`src/rtl/out_display_pkg.sv`:
```
`default_nettype none
// ============================================================================
// Module      : out_display_pkg
// Description : Shared types and constants for the out_display block:
//               conversion FSM state enum, digit/sign positions, segment
//               codes and the double-dabble nibble adjust helper.
// Revision    : 1.0 - initial release
// ============================================================================
package out_display_pkg;

    typedef enum logic [0:0] {
        IDLE    = 1'b0,
        CONVERT = 1'b1
    } state_t;

    localparam int NUM_DIGITS = 10;
    localparam int SIGN_POS   = 10;
    localparam int BCD_W      = 4 * NUM_DIGITS;

    // Active-low {g,f,e,d,c,b,a}
    localparam logic [6:0] SEG_BLANK = 7'b1111111;
    localparam logic [6:0] SEG_MINUS = 7'b0111111;

    // Add 3 to every BCD nibble that is >= 5 so the following left shift
    // carries correctly into the next decimal digit.
    function automatic logic [BCD_W-1:0] dabble_adjust(input logic [BCD_W-1:0] bcd);
        logic [BCD_W-1:0] r;
        r = bcd;
        for (int i = 0; i < NUM_DIGITS; i++) begin
            if (bcd[4*i +: 4] >= 4'd5) begin
                r[4*i +: 4] = bcd[4*i +: 4] + 4'd3;
            end
        end
        return r;
    endfunction

endpackage : out_display_pkg
`default_nettype wire

```
`src/rtl/seven_seg_decoder.sv`:
```
`default_nettype none
// ============================================================================
// Module      : seven_seg_decoder
// Description : Combinational BCD digit to active-low seven-segment glyph.
//               Codes above 9 decode to blank.
// Ports       : digit_i [3:0] - BCD digit
//               seg_o   [6:0] - active-low segments {g,f,e,d,c,b,a}
// Revision    : 1.0 - initial release
// ============================================================================
module seven_seg_decoder
    import out_display_pkg::*;
(
    input  logic [3:0] digit_i,
    output logic [6:0] seg_o
);

    always_comb begin
        seg_o = SEG_BLANK;
        case (digit_i)
            4'd0: seg_o = 7'b1000000;
            4'd1: seg_o = 7'b1111001;
            4'd2: seg_o = 7'b0100100;
            4'd3: seg_o = 7'b0110000;
            4'd4: seg_o = 7'b0011001;
            4'd5: seg_o = 7'b0010010;
            4'd6: seg_o = 7'b0000010;
            4'd7: seg_o = 7'b1111000;
            4'd8: seg_o = 7'b0000000;
            4'd9: seg_o = 7'b0010000;
            default: seg_o = SEG_BLANK;
        endcase
    end

endmodule : seven_seg_decoder
`default_nettype wire

```
`src/rtl/out_display.sv`:
```
`default_nettype none
// ============================================================================
// Module      : out_display
// Description : Converts a 32-bit value (unsigned or two's complement) to ten
//               BCD digits with a one-step-per-cycle double-dabble FSM, and
//               multiplexes the held result onto an 11-position active-low
//               seven-segment display (10 digits + sign) with leading-zero
//               blanking.
// Ports       : clock, reset (async, active-high)
//               data_In[31:0], load, signed_Mode   - conversion request
//               busy, done                          - conversion status
//               bcd_Value[39:0], negative           - last completed result
//               seg_Out[6:0], anode_Out[10:0]       - display drive (active-low)
// Revision    : 1.0 - initial release
// ============================================================================
module out_display
    import out_display_pkg::*;
#(
    parameter int REFRESH_DIV = 50000
) (
    input  logic              clock,
    input  logic              reset,
    input  logic [31:0]       data_In,
    input  logic              load,
    input  logic              signed_Mode,
    output logic              busy,
    output logic              done,
    output logic [BCD_W-1:0]  bcd_Value,
    output logic              negative,
    output logic [6:0]        seg_Out,
    output logic [10:0]       anode_Out
);

    localparam int CW = (REFRESH_DIV > 1) ? $clog2(REFRESH_DIV) : 1;
    localparam logic [CW-1:0] C_REFRESH_MAX = CW'(REFRESH_DIV - 1);

    // ------------------------------------------------------------------------
    // Conversion FSM
    // ------------------------------------------------------------------------
    state_t             state_q,     state_d;
    logic [31:0]        mag_q,       mag_d;
    logic [BCD_W-1:0]   shreg_q,     shreg_d;
    logic [5:0]         cnt_q,       cnt_d;
    logic               sign_q,      sign_d;
    logic [BCD_W-1:0]   bcd_value_q, bcd_value_d;
    logic               negative_q,  negative_d;
    logic               done_q,      done_d;

    logic               w_sign_in;
    logic [BCD_W+31:0]  w_shift;

    assign w_sign_in = signed_Mode & data_In[31];
    assign w_shift   = {dabble_adjust(shreg_q), mag_q} << 1;

    always_comb begin
        state_d     = state_q;
        mag_d       = mag_q;
        shreg_d     = shreg_q;
        cnt_d       = cnt_q;
        sign_d      = sign_q;
        bcd_value_d = bcd_value_q;
        negative_d  = negative_q;
        done_d      = 1'b0;
        case (state_q)
            IDLE: begin
                if (load) begin
                    sign_d  = w_sign_in;
                    mag_d   = w_sign_in ? (-data_In) : data_In;
                    shreg_d = '0;
                    cnt_d   = 6'd0;
                    state_d = CONVERT;
                end
            end
            CONVERT: begin
                {shreg_d, mag_d} = w_shift;
                cnt_d = cnt_q + 6'd1;
                if (cnt_q == 6'd31) begin
                    // 32nd shift: publish the result straight from the shifter
                    bcd_value_d = w_shift[BCD_W+31:32];
                    negative_d  = sign_q;
                    done_d      = 1'b1;
                    state_d     = IDLE;
                end
            end
            default: state_d = IDLE;
        endcase
    end

    always_ff @(posedge clock or posedge reset) begin
        if (reset) begin
            state_q     <= IDLE;
            mag_q       <= '0;
            shreg_q     <= '0;
            cnt_q       <= '0;
            sign_q      <= 1'b0;
            bcd_value_q <= '0;
            negative_q  <= 1'b0;
            done_q      <= 1'b0;
        end else begin
            state_q     <= state_d;
            mag_q       <= mag_d;
            shreg_q     <= shreg_d;
            cnt_q       <= cnt_d;
            sign_q      <= sign_d;
            bcd_value_q <= bcd_value_d;
            negative_q  <= negative_d;
            done_q      <= done_d;
        end
    end

    assign busy      = (state_q == CONVERT);
    assign done      = done_q;
    assign bcd_Value = bcd_value_q;
    assign negative  = negative_q;

    // ------------------------------------------------------------------------
    // Display scan
    // ------------------------------------------------------------------------
    logic [CW-1:0]      refresh_q, refresh_d;
    logic [3:0]         scan_q,    scan_d;
    logic [6:0]         seg_q,     seg_d;
    logic [10:0]        anode_q,   anode_d;

    logic [NUM_DIGITS-1:0] w_shown;
    logic [3:0]            w_digit;
    logic                  w_digit_shown;
    logic [6:0]            w_glyph;

    // A digit is lit when it is digit 0 or any digit at or above it is nonzero.
    genvar gi;
    generate
        for (gi = 0; gi < NUM_DIGITS; gi++) begin : g_lzb
            if (gi == 0) begin : g_lsd
                assign w_shown[gi] = 1'b1;
            end else begin : g_upper
                assign w_shown[gi] = |bcd_value_q[BCD_W-1:4*gi];
            end
        end
    endgenerate

    always_comb begin
        w_digit       = 4'd0;
        w_digit_shown = 1'b0;
        for (int i = 0; i < NUM_DIGITS; i++) begin
            if (scan_q == 4'(i)) begin
                w_digit       = bcd_value_q[4*i +: 4];
                w_digit_shown = w_shown[i];
            end
        end
    end

    seven_seg_decoder u_dec (
        .digit_i (w_digit),
        .seg_o   (w_glyph)
    );

    always_comb begin
        refresh_d = refresh_q + CW'(1);
        scan_d    = scan_q;
        if (refresh_q == C_REFRESH_MAX) begin
            refresh_d = '0;
            scan_d    = (scan_q == 4'(SIGN_POS)) ? 4'd0 : scan_q + 4'd1;
        end

        if (scan_q == 4'(SIGN_POS)) begin
            seg_d = negative_q ? SEG_MINUS : SEG_BLANK;
        end else begin
            seg_d = w_digit_shown ? w_glyph : SEG_BLANK;
        end
        anode_d = ~(11'b1 << scan_q);
    end

    always_ff @(posedge clock or posedge reset) begin
        if (reset) begin
            refresh_q <= '0;
            scan_q    <= 4'd0;
            seg_q     <= SEG_BLANK;
            anode_q   <= 11'h7FF;
        end else begin
            refresh_q <= refresh_d;
            scan_q    <= scan_d;
            seg_q     <= seg_d;
            anode_q   <= anode_d;
        end
    end

    assign seg_Out   = seg_q;
    assign anode_Out = anode_q;

endmodule : out_display
`default_nettype wire

```
`config.mk`:
```
export PLATFORM = sky130hd
export DESIGN_NAME = out_display
export DESIGN_NICKNAME = d
export VERILOG_FILES = /design/src/rtl/out_display_pkg.sv /design/src/rtl/seven_seg_decoder.sv /design/src/rtl/out_display.sv
export SDC_FILE = /design/constraint.sdc
export NUM_CORES = 1
export LEC_CHECK = 0
export ABC_AREA = 1
export BUFFER_PORTS_ARGS = -buffer_cell sky130_fd_sc_hd__buf_2
export CORE_MARGIN = 5
export CORE_UTILIZATION = 35
export DETAILED_ROUTE_END_ITERATION = 16
export GPL_ROUTABILITY_DRIVEN = 0
export PLACE_DENSITY_LB_ADDON = 0.25
export SKIP_LAST_GASP = 1
export SYNTH_ARGS = -nofsm -noshare
export SYNTH_HDL_FRONTEND = slang
export SYNTH_SLANG_ARGS = --single-unit
```
`constraint.sdc`:
```
create_clock -name clock -period 12.2 [get_ports clock]
set_input_delay 0.61 -clock clock [delete_from_list [all_inputs] [get_ports clock]]
set_output_delay 0.61 -clock clock [all_outputs]
set_load 0.01 [all_outputs]
```
Word level (Yosys, flattened, before mapping)
Memories as Yosys holds them, arrays and structs flattened.
Cells that the tools add are included.
- word-level logic and storage cells: 113
- bits in latches: 0
- memories: 1
- output and inout bits: 61
- RAM bits: 0
- input bits: 36
- ROM bits: 112
- register bits after elaboration: 160
- memories (name ; words ; bits a word ; rd ports ; clocked after memory_dff ; wr ports ; RTL line ; source):
    (name not given) ; 16 ; 7 ; 1 ; 0 ; 0 ; seven_seg_decoder.sv:19 ; case (digit_i)
- equal/unequal tests: 13
- reductions and logical operators: 12
- multipliers: 0
- order comparisons: 10
- $add $sub $neg: 14
- bitwise logic cells: 3
- shift operators: 1
- mux-type cells: 47
- divide/modulo/power cells: 0
- operators with widths (operator ; count):
    $mux 4 ; 20
    $pmux 40 s2 ; 1
    $mux 32 ; 2
    $pmux 32 s2 ; 1
    $ge 4x3->1 const B ; 10
    $mux 40 ; 1
    $add 4x2->4 const B ; 9
    $reduce_or 36->1 ; 1
    $neg 32->32 ; 1
    $reduce_or 32->1 ; 1
    $reduce_or 28->1 ; 1
    $reduce_or 24->1 ; 1
    $mux 7 ; 3
    $reduce_or 20->1 ; 1
    $add 16x1->16 const B ; 1
    $eq 16x16->1 const B ; 1
    $eq 4x3->1 const B ; 4
    $mux 16 ; 1
    $reduce_or 16->1 ; 1
    $mux 1 ; 14
    $eq 4x4->1 const B ; 3
    $pmux 6 s2 ; 1
    $reduce_or 12->1 ; 1
    $not 11->11 ; 1
    other kinds (17) ; 19

Longest topological paths before layout
An unclocked memory read counts as a cell.
- word-level depth: 14
- depth in mapped cells: 16
- mapped depth without buffers: 16

Cells and area by module
A second synthesis with hierarchy kept.
- cell total of the unflattened synthesis: 1125
- area total of the unflattened synthesis: 8750.9 µm²
- by module, submodules not included (module ; area an instance (µm²) ; times used ; cells an instance ; sequential area each (µm²)):
    out_display ; 8563.2 ; 1 ; 1090 ; 4026.4
    seven_seg_decoder ; 187.7 ; 1 ; 35 ; 0.0

Worst setup path before layout
No wires, ideal clock.
- path type: input to register
- start point: input data_In[0]
- end point: register mag_q[26]
- arrival time: 1.970 ns
- data required time: 12.064 ns
- setup time: 0.136 ns
- stages: 12
- setup slack: 10.094 ns
- path through: inv_1 > ha_1 > inv_1 > nor3_2 > inv_1 > nor2_2 > nand3_2 > nor2_1 > nand3b_1 > nand2_2 > xor2_1 > o21ai_0
- word-level cells in the longest chain between the ends: 4
- ends and longest elaborated chain (item ; RTL line ; source):
    start, declared ; out_display.sv:23 ; input logic [31:0] data_In,
    $neg 32->32 ; out_display.sv:68 ; mag_d = w_sign_in ? (-data_In) : data_In;
    $mux 32 ; out_display.sv:68 ;
    $mux 32 ; out_display.sv:66 ; if (load) begin
    $pmux 32 s2 ; out_display.sv:64 ; case (state_q)
    end signal, assigned ; out_display.sv:101 ; mag_q <= mag_d;
    end, declared ; out_display.sv:41 ; logic [31:0] mag_q, mag_d;
Every way passes these cells. The select of a mux whose other input is x is not followed.
A chain may end at the register's enable or synchronous reset.

Worst setup path in the final report
- start point: register state_q (netlist: busy)
- end point: register bcd_value_q[12] (netlist: bcd_Value[12])
- word-level cells in the longest chain between the ends: 1
- ends and longest elaborated chain (item ; RTL line ; source):
    start, declared ; out_display.sv:40 ; state_t state_q, state_d;
    start signal, assigned ; out_display.sv:100 ; state_q <= state_d;
    $reduce_and 2->1 (no source line) ; - ;
    end signal, assigned ; out_display.sv:105 ; bcd_value_q <= bcd_value_d;
    end, declared ; out_display.sv:45 ; logic [BCD_W-1:0] bcd_value_q, bcd_value_d;
Every way passes these cells.

==> run_summary.xml <==
<?xml version="1.0" encoding="UTF-8"?>
<metrics>
  <group name="sta">
    <metric name="post-route-min-period" unit="ps">2932</metric>
    <metric name="slew-limit-headroom" unit="%">20.01</metric>
    <metric name="finalCritPeriodShare" unit="%">24.03</metric>
    <metric name="finalWorstSetupSlack" unit="ps">9268</metric>
    <metric name="tightestPinTransition" unit="ps">1199</metric>
    <metric name="final-max-slew-violation-count" unit="">0</metric>
    <metric name="fin_skew" unit="ps">7.626</metric>
    <metric name="setup_total_negative_slack" unit="ps">0</metric>
    <metric name="hold_viol" unit="">0</metric>
    <metric name="setup_violations" unit="">0</metric>
    <metric name="maximum_operating_frequency" unit="MHz">341.1</metric>
    <metric name="rsz0062_at_grt" unit="">no</metric>
  </group>
  <group name="routing">
    <metric name="avgViaCountPerCell" unit="">4.903</metric>
    <metric name="finalWirelength" unit="µm">21570</metric>
    <metric name="post_drt_wl_per_cell" unit="µm">14.19</metric>
    <metric name="first_pass_drt_iterations" unit="">5</metric>
    <metric name="route.vias.total" unit="">7453</metric>
    <metric name="route.detailed.drc" unit="">0</metric>
    <metric name="drtIter0Drc" unit="">492</metric>
    <metric name="drt.antenna.violating_nets" unit="">0</metric>
  </group>
  <group name="yosys">
    <metric name="ys_warn_count" unit="">0</metric>
    <metric name="synth_async_sr_flop_share" unit="%">100.0</metric>
    <metric name="synth_top_family_by_area" unit="">simple AND/OR/NAND/NOR gates</metric>
    <metric name="synthFlopType" unit="">sky130_fd_sc_hd__dfrtp_1</metric>
    <metric name="synth_adder_area_share" unit="%">3.757</metric>
    <metric name="synth.lib_cells_used.distinct" unit="">41</metric>
    <metric name="post_synth_instance_area" unit="µm²">8660</metric>
    <metric name="post_synth_mux_area_share" unit="%">0</metric>
    <metric name="synthXorXnorAreaFrac" unit="%">2.427</metric>
    <metric name="number_of_enable_flip_flop_cells_after_synthesis" unit="">0</metric>
    <metric name="synth.avg_cell_area" unit="µm²">7.930</metric>
    <metric name="synth_register_bits" unit="">160</metric>
    <metric name="syn_nets" unit="">1154</metric>
    <metric name="synth_simple_gate_area_share" unit="%">24.17</metric>
    <metric name="seq_area_frac_synth" unit="%">46.50</metric>
    <metric name="synth_compound_gate_area_share" unit="%">15.68</metric>
    <metric name="syn-instance-count" unit="">1092</metric>
  </group>
  <group name="worst_setup_path">
    <metric name="worst-endpoint-arrival" unit="ps">3190</metric>
    <metric name="r2r_slack" unit="ps">9270</metric>
    <metric name="path_class" unit="">flip-flop to flip-flop</metric>
    <metric name="required" unit="ps">12460</metric>
    <metric name="critical_path.startpoint_type" unit="">flip-flop</metric>
    <metric name="critPathMaxFanout" unit="">50</metric>
    <metric name="end_kind" unit="">flip-flop</metric>
  </group>
  <group name="clocking">
    <metric name="clock_sink_count" unit="">160</metric>
    <metric name="cts.htree.levels" unit="">4</metric>
    <metric name="cts_root_buffer" unit="">sky130_fd_sc_hd__clkbuf_16</metric>
    <metric name="cts_tree" unit="">done</metric>
    <metric name="cts_buffer_count" unit="">17</metric>
    <metric name="post_cts.resized_instances" unit="">0</metric>
    <metric name="clk-insertion-delay-late" unit="ps">430</metric>
    <metric name="path_clk_slew" unit="ps">60</metric>
    <metric name="ctsHoldBuffers" unit="">0</metric>
    <metric name="post-cts-setup-buffers" unit="">0</metric>
    <metric name="max-clock-path-buffers" unit="">2</metric>
  </group>
  <group name="die">
    <metric name="num_rows" unit="">57</metric>
    <metric name="die_x" unit="µm">167.3</metric>
    <metric name="core_region_area" unit="µm²">24320</metric>
    <metric name="die_area" unit="µm²">27990</metric>
    <metric name="start_util" unit="%">35.61</metric>
    <metric name="num_io_pins" unit="">97</metric>
    <metric name="die_h" unit="µm">167.3</metric>
  </group>
  <group name="placed_design">
    <metric name="place.port_buffers" unit="">96</metric>
    <metric name="dpl.hpwl" unit="µm">15850</metric>
    <metric name="place.detailed.instances" unit="">1488</metric>
    <metric name="worst_slack_placed" unit="ps">9211</metric>
  </group>
  <group name="finish">
    <metric name="finish.cell_count_without_fillers" unit="">1520</metric>
    <metric name="final_layout_size_suffix_gt1_share" unit="%">17.89</metric>
    <metric name="finish.net_count" unit="">1245</metric>
    <metric name="syn_to_final_growth" unit="%">16.44</metric>
    <metric name="layout.cells.most_common_list" unit="">232 x sky130_fd_sc_hd__nand2_1, 141 x sky130_fd_sc_hd__dfrtp_1, 129 x sky130_fd_sc_hd__inv_1</metric>
    <metric name="layout_commonest_cell" unit="">sky130_fd_sc_hd__nand2_1</metric>
    <metric name="num_antenna_cells" unit="">0</metric>
  </group>
  <group name="global_routing">
    <metric name="grt_util_all_layers" unit="%">15.72</metric>
    <metric name="vias_in_the_first_global_route" unit="">7356</metric>
    <metric name="number_of_antenna_violations_at_the_first_check_in_global_routing" unit="">1</metric>
    <metric name="globalRouteMet1Util" unit="%">22.43</metric>
    <metric name="met3_usage" unit="%">2.900</metric>
    <metric name="globalRoute.busiestLayer" unit="">met2</metric>
    <metric name="globalRouteMet2Util" unit="%">23.86</metric>
    <metric name="grt_pass1_wl" unit="µm">36750</metric>
    <metric name="overflow" unit="">0</metric>
    <metric name="grt_max_degree" unit="">82</metric>
  </group>
  <group name="worst_hold_path">
    <metric name="worst_hold_path_type" unit="">primary input to async pin</metric>
  </group>
  <group name="run">
    <metric name="max_cap_viol_count" unit="">0</metric>
  </group>
  <group name="pwr">
    <metric name="total_chip_power" unit="mW">2.331</metric>
    <metric name="irDropWorstVdd" unit="mV">0.1032</metric>
    <metric name="p_leak" unit="nW">4.889</metric>
    <metric name="p_per_area" unit="nW/µm²">231.2</metric>
  </group>
  <group name="outcome">
    <metric name="status" unit="">completed</metric>
  </group>
</metrics>
-- worst paths after layout --
check,startpoint,to,cells past startpoint
max,busy,bcd_Value[12],8
min,reset,refresh_q[0],2
max reg2reg,busy,bcd_Value[12],8
min reg2reg,refresh_q[0],refresh_q[0],1
max in group asynchronous,reset,shreg_q[33],3
min in group clock,refresh_q[0],refresh_q[0],1
-- critical path, stage by stage, from the launching register on --
cell	delay [ps]
sky130_fd_sc_hd__dfrtp_2	350
sky130_fd_sc_hd__clkinv_1	630
sky130_fd_sc_hd__nor2_1	280
sky130_fd_sc_hd__nand2_1	100
sky130_fd_sc_hd__nor2_2	80
sky130_fd_sc_hd__buf_4	350
sky130_fd_sc_hd__inv_1	620
sky130_fd_sc_hd__nand2_1	210
sky130_fd_sc_hd__o21ai_0	100
-- metal layers --
layer	share of wire (%)	vias to the layer above
li1	-	3787
met1	50	3466
met3	4.4	32
met2	43	166
met5	0.060	-
met4	2.5	2
-- metrics by stage --
| stage | util (%) | hold WS, ps | area, µm² |
|---|---|---|---|
| 2_1_floorplan | - | 432.9 | 8660 |
| 6_report | 41.46 | 311.4 | 10080 |
| 4_1_cts | 41.46 | 340.3 | 10080 |
| 3_5_place_dp | 39.01 | 456.9 | 9488 |
| 5_1_grt | 41.46 | 345.8 | 10080 |
| 3_3_place_gp | 39.01 | 452.8 | 9488 |
-- cell type report --
type	count	area (µm²)
Fill cell	2469	14240
Timing Repair Buffer	102	525.5
Inverter	142	538.0
Sequential cell	160	4028
Clock inverter	14	156.4
Clock buffer	18	439.2
Multi-Input combinational cell	760	3991
Tap cell	324	405.4
-- power breakdown --
| group | switching (mW) | internal [mW] | total (mW) | leakage [nW] |
|---|---|---|---|---|
| clock | 0.232 | 0.310 | 0.543 | 0.280 |
| combinational | 0.572 | 0.331 | 0.902 | 2.62 |
| sequential | 0.154 | 0.733 | 0.886 | 1.99 |
-- sequential cells by signal (all words and copies together) (netlist names), 4 cells and up --
signal     count
shreg_q       40
bcd_Value     40
scan_q         4
anode_Out     11
cnt_q          6
refresh_q     16
seg_Out        7
mag_q         32
-- synthesized netlist by cell type, types with 2 or more instances --
cell type | instances | area, µm²
sky130_fd_sc_hd__xor2_1 | 22 | 192.7
sky130_fd_sc_hd__o21ai_2 | 4 | 35.03
sky130_fd_sc_hd__ha_1 | 26 | 325.3
sky130_fd_sc_hd__dfstp_2 | 18 | 473.0
sky130_fd_sc_hd__nand4_1 | 16 | 100.1
sky130_fd_sc_hd__nand2_2 | 8 | 50.05
sky130_fd_sc_hd__a22oi_1 | 20 | 150.1
sky130_fd_sc_hd__o311ai_0 | 7 | 61.31
sky130_fd_sc_hd__o21ai_1 | 5 | 25.02
sky130_fd_sc_hd__nor2_2 | 6 | 37.54
sky130_fd_sc_hd__nand3_1 | 50 | 250.2
sky130_fd_sc_hd__nand4_2 | 2 | 25.02
sky130_fd_sc_hd__clkbuf_1 | 29 | 108.9
sky130_fd_sc_hd__xnor2_1 | 2 | 17.52
sky130_fd_sc_hd__nand3b_1 | 3 | 22.52
sky130_fd_sc_hd__dfrtp_1 | 142 | 3553
sky130_fd_sc_hd__o31ai_1 | 3 | 22.52
sky130_fd_sc_hd__nand2_1 | 232 | 870.8
sky130_fd_sc_hd__o22ai_1 | 25 | 156.4
sky130_fd_sc_hd__a21oi_1 | 63 | 315.3
sky130_fd_sc_hd__o211ai_1 | 4 | 30.03
sky130_fd_sc_hd__a31oi_1 | 3 | 18.77
sky130_fd_sc_hd__nand3_2 | 4 | 40.04
sky130_fd_sc_hd__nor3_2 | 2 | 20.02
sky130_fd_sc_hd__or2_2 | 13 | 81.33
sky130_fd_sc_hd__nor2_1 | 100 | 375.4
sky130_fd_sc_hd__inv_2 | 11 | 41.29
sky130_fd_sc_hd__o21ai_0 | 103 | 515.5
sky130_fd_sc_hd__nor3_1 | 18 | 90.09
sky130_fd_sc_hd__inv_1 | 130 | 488.0
sky130_fd_sc_hd__nor4_1 | 7 | 43.79
sky130_fd_sc_hd__nor2_4 | 5 | 56.30
-- kinds of logic after synthesis --
family	Yosys count
AND/OR/NAND/NOR	470
XOR/XNOR	24
buffers and inverters	172
adder cells (fa/ha/maj)	26
flip-flops	160
AO/OA/AOI/OAI	240
No activity file was read; power rests on OpenSTA's default activity.
